==> config.mk <==
export PLATFORM = sky130hd
export DESIGN_NAME = rr_mem_arbiter
export DESIGN_NICKNAME = d
export VERILOG_FILES = /design/src/rtl/rr_mem_arbiter.sv
export SDC_FILE = /design/constraint.sdc
export NUM_CORES = 1
export LEC_CHECK = 0
export CAP_MARGIN = 10
export CORE_ASPECT_RATIO = 1.2
export CORE_MARGIN = 10
export CORE_UTILIZATION = 30
export CTS_CLUSTER_DIAMETER = 40
export DETAILED_ROUTE_END_ITERATION = 12
export PLACE_DENSITY = 0.63
export SLEW_MARGIN = 0
export SYNTH_ARGS = -nofsm -noshare
export SYNTH_HDL_FRONTEND = slang
export SYNTH_SLANG_ARGS = --single-unit
==> constraint.sdc <==
create_clock -name CLK -period 2.23 [get_ports CLK]
set_input_delay 0.223 -clock CLK [delete_from_list [all_inputs] [get_ports CLK]]
set_output_delay 0.223 -clock CLK [all_outputs]
set_load 0.02 [all_outputs]
==> src/rtl/rr_mem_arbiter.sv <==
// rtl/rr_mem_arbiter.sv - round-robin arbiter sharing one synchronous RAM port among NREQ requesters
module rr_mem_arbiter #(
  parameter int NREQ = 4,
  parameter int AW   = 8,
  parameter int DW   = 8
) (
  input  logic                 CLK,
  input  logic                 rst,
  input  logic [NREQ-1:0]      rden,
  input  logic [NREQ-1:0]      wren,
  input  logic [NREQ*AW-1:0]   Address,
  input  logic [NREQ*DW-1:0]   Din,
  input  logic [DW-1:0]        RAMq,
  output logic [NREQ-1:0]      acq,
  output logic [NREQ*DW-1:0]   Dq,
  output logic [AW-1:0]        RAMAddress,
  output logic [DW-1:0]        RAMDin,
  output logic                 RAMwren,
  output logic                 busy
);

  localparam int IW = (NREQ > 1) ? $clog2(NREQ) : 1;

  typedef enum logic [1:0] {IDLE, ACCESS, RDWAIT, ACK} state_t;

  state_t            r_state;
  logic [IW-1:0]     r_last;
  logic [IW-1:0]     r_grant;
  logic              r_write;
  logic [AW-1:0]     r_addr;
  logic [DW-1:0]     r_din;
  logic [NREQ-1:0]   r_acq;
  logic              r_ramwren;
  logic              r_busy;
  logic [DW-1:0]     r_dq [NREQ];

  logic [NREQ-1:0]   w_req;
  logic              w_found;
  logic [IW-1:0]     w_pick;
  logic [AW-1:0]     w_addr_arr [NREQ];
  logic [DW-1:0]     w_din_arr  [NREQ];

  // Slot reached k steps after base in cyclic order.
  function automatic logic [IW-1:0] rr_slot(input logic [IW-1:0] base, input int k);
    int s;
    s = (int'(base) + k) % NREQ;
    return s[IW-1:0];
  endfunction

  assign w_req = rden | wren;

  for (genvar gi = 0; gi < NREQ; gi++) begin : g_slice
    assign w_addr_arr[gi]        = Address[gi*AW +: AW];
    assign w_din_arr[gi]         = Din[gi*DW +: DW];
    assign Dq[gi*DW +: DW]       = r_dq[gi];
  end

  // Walk from farthest to nearest so the nearest requester after r_last wins.
  always_comb begin
    w_found = 1'b0;
    w_pick  = r_last;
    for (int k = NREQ; k >= 1; k--) begin
      if (w_req[rr_slot(r_last, k)]) begin
        w_found = 1'b1;
        w_pick  = rr_slot(r_last, k);
      end
    end
  end

  always_ff @(posedge CLK) begin
    if (rst) begin
      r_state   <= IDLE;
      r_last    <= IW'(NREQ - 1);
      r_grant   <= '0;
      r_write   <= 1'b0;
      r_addr    <= '0;
      r_din     <= '0;
      r_acq     <= '0;
      r_ramwren <= 1'b0;
      r_busy    <= 1'b0;
      for (int i = 0; i < NREQ; i++) begin
        r_dq[i] <= '0;
      end
    end else begin
      r_acq     <= '0;
      r_ramwren <= 1'b0;
      case (r_state)
        IDLE: begin
          if (w_found) begin
            r_grant   <= w_pick;
            r_write   <= wren[w_pick];
            r_addr    <= w_addr_arr[w_pick];
            r_din     <= w_din_arr[w_pick];
            r_ramwren <= wren[w_pick];
            r_busy    <= 1'b1;
            r_state   <= ACCESS;
          end
        end
        ACCESS: begin
          if (r_write) begin
            r_acq   <= NREQ'(1) << r_grant;
            r_state <= ACK;
          end else begin
            r_state <= RDWAIT;
          end
        end
        RDWAIT: begin
          r_dq[r_grant] <= RAMq;
          r_acq         <= NREQ'(1) << r_grant;
          r_state       <= ACK;
        end
        ACK: begin
          r_last  <= r_grant;
          r_busy  <= 1'b0;
          r_state <= IDLE;
        end
        default: r_state <= IDLE;
      endcase
    end
  end

  assign acq        = r_acq;
  assign RAMAddress = r_addr;
  assign RAMDin     = r_din;
  assign RAMwren    = r_ramwren;
  assign busy       = r_busy;

endmodule

# After elaboration in Yosys (flattened, before gate mapping)
# Memory sizes are Yosys's and may differ from the RTL's.
# Index checks and enable logic that the tools add are counted.
[totals]
ff_bits = 29
latch_bits = 0
ram_bits = 32
mem_bits_ro = 0
inputBits = 82
output_inout_bits = 54
elab_cells = 74
n_memories = 1
[classes]
addsub = 4
n_mul = 0
div_mod_pow = 0
n_lt_le_gt_ge = 6
n_eq_ne = 4
shifts = 1
mux = 39
n_bitwise = 4
n_reduce_logical = 6
[mem_list]
columns = ["name", "words", "word_bits", "read_ports", "rd_clocked_by_memory_dff", "write_ports", "line", "source"]
rows = [
  ["r_dq", 4, 8, 4, 0, 4, "35", "logic [DW-1:0] r_dq [NREQ];"],
]
[op_table]
columns = ["cell", "n"]
rows = [
  ["$mux 8", 5],
  ["$bmux 8 s2", 2],
  ["$mux 1", 17],
  ["$lt 2x3->1 const B", 5],
  ["$mux 2", 6],
  ["$bmux 1 s2", 5],
  ["$pmux 2 s4", 1],
  ["$pmux 4 s2", 1],
  ["$reduce_or 8->1", 1],
  ["$add 2x1->2 const B", 2],
  ["$add 2x2->2 const B", 2],
  ["$eq 2x2->1 const B", 2],
  ["$mux 4", 1],
  ["$or 4x4->4", 1],
  ["$reduce_and 2->1", 2],
  ["$shl 1x2->4 const A", 1],
  ["$ge 3x3->1 const B", 1],
  ["$not 2->3", 1],
  ["$reduce_or 3->1", 1],
  ["$eq 2x1->1 const B", 1],
  ["$logic_not 2->1", 1],
  ["$ne 2x2->1 const B", 1],
  ["$not 1->1", 2],
  ["$pmux 1 s2", 1],
  ["$reduce_bool 2->1", 1],
]

# Depth between registers and ports, before layout
# Gate-level depths: netlist of run 1.
[depth]
word_depth = 11
depth_mapped = 9
ltp_nobuf = 8

# Worst setup path after synthesis of run 1
# No wires, ideal clock.
[synth_timing]
path_type = "input to register"
startpoint = "input port rden[3]"
endpoint = "register r_din[3] (netlist: RAMDin[3])"
setup_ns = 0.117
t_arrival_ns = 1.549
setup_slack_ns = 0.564
stages = 8
path_cell_list = "or4_1 -> o21ai_1 -> mux2i_1 -> buf_6 -> buf_12 -> mux2i_1 -> mux2i_1 -> a22o_1"
[synth_between]
elab_chain_len = 11
[synth_lines]
columns = ["item", "line", "source"]
rows = [
  ["start, declared", "9", "input logic [NREQ-1:0] rden,"],
  ["$or 4x4->4 (*)", "50", "assign w_req = rden | wren;"],
  ["$bmux 1 s2", "63", "if (w_req[rr_slot(r_last, k)]) begin"],
  ["$mux 1 (not written as such)", "63", ""],
  ["$mux 2 (4 in series)", "63", ""],
  ["$not 2->3 (not written as such)", "93", "r_din <= w_din_arr[w_pick];"],
  ["$bmux 8 s2", "93", ""],
  ["$mux 8 (not written as such) (2 in series)", "93", ""],
  ["end signal, assigned", "93", ""],
  ["end, declared", "31", "logic [DW-1:0] r_din;"],
]
# Mark *: on every way between the ends. The rest lies on a longest branch, timed or not. The select of a mux whose other input is x is not followed.
# A chain may end at the register's enable or synchronous reset.

# Worst setup path after layout of run 1
[layout_timing]
startpoint = "input port rden[0]"
endpoint = "register r_addr[3] (netlist: RAMAddress[3])"
[layout_between]
elab_chain_len = 11
[layout_lines]
columns = ["item", "line", "source"]
rows = [
  ["$or 4x4->4 (*)", "50", ""],
  ["$bmux 1 s2", "63", ""],
  ["$mux 1 (not written as such)", "63", ""],
  ["$mux 2 (4 in series)", "63", ""],
  ["$not 2->3 (not written as such)", "92", "r_addr <= w_addr_arr[w_pick];"],
  ["$bmux 8 s2", "92", ""],
  ["$mux 8 (not written as such) (2 in series)", "92", ""],
  ["end signal, assigned", "92", ""],
  ["end, declared", "30", "logic [AW-1:0] r_addr;"],
]
# Marks and branches as above.

==> results.sh, run 1 <==
export IMPL_worstHoldPathType="reg2reg"
export IMPL_clock_latency_ps=320
export IMPL_synthTopCellsByCount="mux2i_1, nor2_1, edfxtp_1"
export IMPL_dr_first_iter_drc_count=47
export IMPL_netlist_instances=260
export IMPL_routed_via_density=4.53
export IMPL_cp_data_arrival_time_ps=2310
export IMPL_finalCritPeriodShare=0.952
export IMPL_synthArstFlopShare=0
export IMPL_rows=39
export IMPL_grt_overflow=0
export IMPL_setup_violations=0
export IMPL_yosys_register_bits=61
export IMPL_synth_top_cells_by_area="edfxtp_1, dfxtp_1, mux2i_1, nor2_1, a22o_1"
export IMPL_vias=2419
export IMPL_p_total_mw=4.78
export IMPL_stdcell_area_mm2=0.00472
export IMPL_grt_max_degree=28
export IMPL_io_buffers=135
export IMPL_status="complete, no violations"
export IMPL_die_w_um=109
export IMPL_grt_pass1_vias=2570
export IMPL_routed_wl_mm=8.28
export IMPL_design_portCount=136
export IMPL_power_per_cell_area_mw_per_mm2=1010
export IMPL_required_ps=2420
export IMPL_tightest_slew_ps=685
export IMPL_htree_levels=3
export IMPL_synth_warnings=0
export IMPL_max_freq_mhz=471
export IMPL_grt_setup_unrepaired="no"
export IMPL_diodes=0
export IMPL_drc_errors=0
export IMPL_cts_buffers=9
export IMPL_post_cts_setup_buffer_count=0
export IMPL_crit_fanout=21
export IMPL_skew_ps=7.54
export IMPL_drive_gt1_frac=0.0779
export IMPL_initial_core_util=0.305
export IMPL_dp_slack_ps=-74.8
export IMPL_postRouteAntennaNets=0
export IMPL_clockRootBuffer="clkbuf_16"
export IMPL_syn2layout_area_growth_pct=64.2
export IMPL_die_y_um=127
export IMPL_place_area_mm2=0.00443
export IMPL_final_cell_count_no_fill=534
export IMPL_ys_types=35
export IMPL_nets=494
export IMPL_cts_tree="built"
export IMPL_cts_resized_gates=0
export IMPL_wire_per_inst_um=15.5
export IMPL_crit_path_end_kind="register"
export IMPL_core_area_mm2=0.00942
export IMPL_die_area_mm2=0.0139
export IMPL_path_cells="clkdlybuf4s50_1 > nor4_1 > buf_4 > nand2_1 > nand2_1 > buf_12 > mux2i_1 > o211ai_1"
export IMPL_slew_limit_headroom=0.539
export IMPL_yosysMostFrequentCell="mux2i_1"
export IMPL_ctsHoldBuffers=0
export IMPL_clkSinkCount=61
export IMPL_synth_top_cell_by_area="edfxtp_1"
export IMPL_synth_area_mm2=0.00287
export IMPL_maxCapViolCount=0
export IMPL_dr_pass1_iters=4
export IMPL_path_class="in2reg"
export IMPL_finalWorstSetupSlack_ps=107
export IMPL_drv_slew=0
export IMPL_crit_path_frequent_cell="nand2_1"
export IMPL_yosys_most_used_dff="edfxtp_1"
export IMPL_crit_path_start_kind="input pin"
export IMPL_seq_area_frac_synth=0.536
export IMPL_synth_top_area_share=0.334
export IMPL_dp_hpwl_mm=6.92
export IMPL_avgSynthCellArea_um2=11.1
export IMPL_post_route_min_period_ps=2120
export IMPL_track_usage=0.118
export IMPL_clk_pin_slew_ps=50
export IMPL_clockBufferDepth=2
export IMPL_grt_pass1_wl_mm=12.9
export IMPL_hold_violations=0
export IMPL_p_leak_nw=1.82
export IMPL_ir_drop_mv=0.393
export IMPL_antenna_found_initial=0
export IMPL_hold_slack_ps=478
export IMPL_place_gp_congestion=0.775
export IMPL_critPathSlowestCell="nor4_1"
export IMPL_dpl_cell_count=519
export IMPL_fill_cells=865
export IMPL_synthesis_nets=347
export IMPL_critPathMaxStageDelay_ps=640
export IMPL_synth_edff_count=32
-- cells by family (layout without fill, tap and decap cells) --
family / count (synthesis) / count (layout) / share of synthesized area
AO/OA/AOI/OAI: 36 / 36 / 0.0975
adder cells (fa/ha/maj): 5 / 5 / 0.0218
buffers and inverters: 24 / 175 / 0.0475
flip-flops: 61 / 61 / 0.536
multiplexers: 50 / 50 / 0.174
AND/OR/NAND/NOR: 84 / 84 / 0.123
-- area by class of cell --
type | instances | area [um2] | share of cell area
Multi-Input combinational cell | 175 | 1220 | 0.259
Sequential cell | 61 | 1540 | 0.327
Tap cell | 123 | 154 | 0.0326
Timing Repair Buffer | 149 | 1480 | 0.314
Clock inverter | 6 | 55.1 | 0.0117
Clock buffer | 9 | 225 | 0.0477
Inverter | 11 | 41.3 | 0.00875
-- worst paths after layout --
| kind | startpoint | endpoint | slack, ps | depth (start not counted) |
|---|---|---|---|---|
| worst max-delay path | rden[0] | RAMAddress[3]$_SDFFE_PP0P_ | 110 | 8 |
| worst min-delay path | RAMAddress[7]$_SDFFE_PP0P_ | RAMAddress[7]$_SDFFE_PP0P_ | 480 | 1 |
| worst max register to register | r_state[0]$_SDFFE_PP0P_ | RAMAddress[2]$_SDFFE_PP0P_ | 450 | 6 |
| worst min register to register | RAMAddress[7]$_SDFFE_PP0P_ | RAMAddress[7]$_SDFFE_PP0P_ | 480 | 1 |
-- cells in the final DEF, fill, tap and decap left out, types with 4 or more instances in the layout --
| cell | instances |
|---|---|
| mux2i_1 | 49 |
| buf_4 | 12 |
| nor2_1 | 45 |
| inv_1 | 11 |
| dfxtp_1 | 29 |
| o21bai_1 | 4 |
| nand2_1 | 25 |
| ha_1 | 5 |
| clkbuf_16 | 9 |
| o211ai_1 | 4 |
| a22o_1 | 13 |
| clkdlybuf4s50_1 | 135 |
| edfxtp_1 | 32 |
-- where the power goes --
part           switching [mW]  internal (mW)
Combinational           0.966          0.941
Sequential              0.148           1.44
Clock                   0.439          0.844
-- state kept, by name, summed over array words and instances, names as in the netlist --
register / cells
r_grant: 2
acq: 4
RAMDin: 8
RAMwren: 1
r_dq: 32
RAMAddress: 8
r_write: 1
busy: 1
r_state: 2
r_last: 2
-- metrics by stage --
stage | utilization | setup TNS, ps
final | 0.501 | 0
after global routing | 0.501 | 0
after CTS | 0.500 | 0
after detailed placement | 0.470 | -368
after global placement | 0.470 | 0
after floorplan | - | 0
-- critical path, delay by kind of cell --
kind,cells,cell delay [ps]
buffers and inverters,3,880
AND/OR/NAND/NOR,3,820
multiplexers,1,250
AO/OA/AOI/OAI,1,110
-- metal layers --
metal,routed length [um],part of all wire,vias to the layer above,GRT usage
met3,1310,0.16,9,0.0875
li1,-,-,1215,-
met2,3690,0.44,124,0.188
met1,3190,0.39,1071,0.119
met4,93,0.011,0,0.0360
met5,0,0,-,0
Note: power is estimated with default switching activity, not from simulation.
==> run 2: changes to the inputs <==
--- a/config.mk
+++ b/config.mk
@@ -6,12 +6,16 @@
 export NUM_CORES = 1
 export LEC_CHECK = 0
 export CAP_MARGIN = 10
+export CELL_PAD_IN_SITES_DETAIL_PLACEMENT = 0
+export CELL_PAD_IN_SITES_GLOBAL_PLACEMENT = 1
 export CORE_ASPECT_RATIO = 1.2
 export CORE_MARGIN = 10
 export CORE_UTILIZATION = 30
 export CTS_CLUSTER_DIAMETER = 40
 export DETAILED_ROUTE_END_ITERATION = 12
-export PLACE_DENSITY = 0.63
+export MAX_ROUTING_LAYER = met4
+export PLACE_DENSITY = 0.8
+export SKIP_CTS_REPAIR_TIMING = 1
 export SLEW_MARGIN = 0
 export SYNTH_ARGS = -nofsm -noshare
 export SYNTH_HDL_FRONTEND = slang
==> run 2 against run 1 <==
Design area grew 1.5%; register-to-register slack got worse by 120 ps; non-clock buffer count is 2 higher; sequential share of layout area down 0.48 points; worst hold slack got worse by 0.73 ps; sequential power about the same; core utilization up 0.74 points; die area is the same; largest power group unchanged.
==> results.sh, run 2 (same netlist as run 1, synthesis figures left out) <==
export IMPL_routed_wl_mm=8.55
export IMPL_status="complete, no violations"
export IMPL_clk_pin_slew_ps=50
export IMPL_final_cell_count_no_fill=537
export IMPL_wire_per_inst_um=15.9
export IMPL_tightest_slew_ps=604
export IMPL_routed_via_density=4.54
export IMPL_required_ps=2440
export IMPL_place_area_mm2=0.00447
export IMPL_finalWorstSetupSlack_ps=259
export IMPL_clock_latency_ps=320
export IMPL_dp_hpwl_mm=6.92
export IMPL_worstHoldPathType="reg2reg"
export IMPL_track_usage=0.119
export IMPL_clockRootBuffer="clkbuf_16"
export IMPL_largest_reg_flops=32
export IMPL_holdPathStages=2
export IMPL_p_total_mw=4.96
export IMPL_post_route_min_period_ps=1970
export IMPL_diodes=0
export IMPL_path_class="in2reg"
export IMPL_slew_limit_headroom=0.596
export IMPL_place_gp_congestion=0.839
export IMPL_die_w_um=109
export IMPL_path_cells="clkdlybuf4s50_1 > or4_1 > o21ai_1 > mux2i_4 > buf_12 > mux2i_1 > mux2i_1 > a22o_1"
export IMPL_rows=39
export IMPL_layout_commonest_cell="clkdlybuf4s50_1"
export IMPL_max_freq_mhz=507
export IMPL_vias=2436
export IMPL_crit_path_end_kind="register"
export IMPL_dpl_cell_count=521
export IMPL_hold_slack_ps=477
export IMPL_grt_setup_unrepaired="no"
export IMPL_setup_violations=0
export IMPL_timing_rr_start="r_state[0]$_SDFFE_PP0P_"
export IMPL_grt_max_degree=24
export IMPL_nets=496
export IMPL_initial_core_util=0.305
export IMPL_dr_pass1_iters=4
export IMPL_finalCritPeriodShare=0.884
export IMPL_clockBufferDepth=2
export IMPL_critPathCapture="RAMDin[5]$_SDFFE_PP0P_"
export IMPL_critPathSlowestCell="or4_1"
export IMPL_p_leak_nw=1.85
export IMPL_r2r_cells=6
export IMPL_die_area_mm2=0.0139
export IMPL_worstHoldStart="RAMAddress[2]$_SDFFE_PP0P_"
export IMPL_crit_path_frequent_cell="mux2i_1"
export IMPL_drv_slew=0
export IMPL_stdcell_area_mm2=0.00479
export IMPL_crit_fanout=21
export IMPL_ir_drop_mv=0.485
export IMPL_skew_ps=3.81
export IMPL_layout_common_cells="clkdlybuf4s50_1, mux2i_1, nor2_1"
export IMPL_clkSinkCount=61
export IMPL_power_per_cell_area_mw_per_mm2=1040
export IMPL_dp_slack_ps=-202
export IMPL_core_area_mm2=0.00942
export IMPL_cts_tree="built"
export IMPL_cts_buffers=9
export IMPL_top_register="r_dq"
export IMPL_io_buffers=135
export IMPL_antenna_found_initial=0
export IMPL_design_portCount=136
export IMPL_grt_pass1_wl_mm=12.7
export IMPL_die_y_um=127
export IMPL_dr_first_iter_drc_count=67
export IMPL_drc_errors=0
export IMPL_hold_violations=0
export IMPL_reg2reg_slack_ps=330
export IMPL_grt_pass1_vias=2610
export IMPL_syn2layout_area_growth_pct=66.6
export IMPL_critPathMaxStageDelay_ps=530
export IMPL_crit_start="rden[3]"
export IMPL_cp_data_arrival_time_ps=2180
export IMPL_timing_rr_end="RAMAddress[3]$_SDFFE_PP0P_"
export IMPL_crit_path_start_kind="input pin"
export IMPL_postRouteAntennaNets=0
export IMPL_maxCapViolCount=0
export IMPL_grt_overflow=0
export IMPL_htree_levels=3
export IMPL_drive_gt1_frac=0.0894
run 2: cell count changes in the layout (fill, tap and decap cells not counted):
| cell | delta |
|---|---|
| buf_12 | +2 |
| clkinv_1 | -2 |
| clkinv_2 | -2 |
| clkinv_4 | +2 |
| clkbuf_8 | +1 |
| clkinvlp_4 | +1 |
| inv_6 | +1 |
run 2: worst min path at each step:
stage                                      end  slack (ps)
global placement        RAMDin[5]$_SDFFE_PP0P_         460
floorplan               r_last[1]$_SDFFE_PP1P_         320
CTS                 RAMAddress[2]$_SDFFE_PP0P_         480
detailed placement      RAMDin[2]$_SDFFE_PP0P_         470
global route            RAMDin[3]$_SDFFE_PP0P_         500
finish              RAMAddress[2]$_SDFFE_PP0P_         480
run 2: power breakdown:
| group | switching (mW) | internal, mW |
|---|---|---|
| combinational | 1.00 | 0.982 |
| clock | 0.486 | 0.901 |
| sequential | 0.142 | 1.44 |
| total | 1.63 | 3.33 |
run 2: routing by layer:
metal	track usage	wire length (um)	vias up
met5	-	0	-
met4	0.0284	74	0
met3	0.0659	1100	8
met2	0.175	3550	139
met1	0.139	3830	1068
li1	-	-	1221
run 2: final cells by class:
type | count | area, um2
well taps | 123 | 154
inverters | 11 | 41.3
repair buffers | 151 | 1520
flip-flops and latches | 61 | 1540
clock inverters | 6 | 71.3
fillers | 844 | 4630
multi-input cells | 175 | 1220
clock buffers | 10 | 239
run 2: worst max-delay path: cells and delay by family:
family	cells	cell delay, ps
multiplexers	3	410
buffers and inverters	2	600
AND/OR/NAND/NOR	1	530
AO/OA/AOI/OAI	2	410
run 2: per-stage QoR:
stage | utilization | TNS [ps]
4_1_cts | 0.508 | 0
6_report | 0.508 | 0
3_5_place_dp | 0.475 | -882
2_1_floorplan | - | 0
3_3_place_gp | 0.475 | -544
5_1_grt | 0.508 | 0
==> run 3: changes to the inputs <==
--- a/config.mk
+++ b/config.mk
@@ -12,6 +12,7 @@
 export CORE_MARGIN = 10
 export CORE_UTILIZATION = 30
 export CTS_CLUSTER_DIAMETER = 40
+export CTS_CLUSTER_SIZE = 25
 export DETAILED_ROUTE_END_ITERATION = 12
 export MAX_ROUTING_LAYER = met4
 export PLACE_DENSITY = 0.8
==> results of run 3 <==
The final DEF is identical to that of run 2; final timing and power are the same.
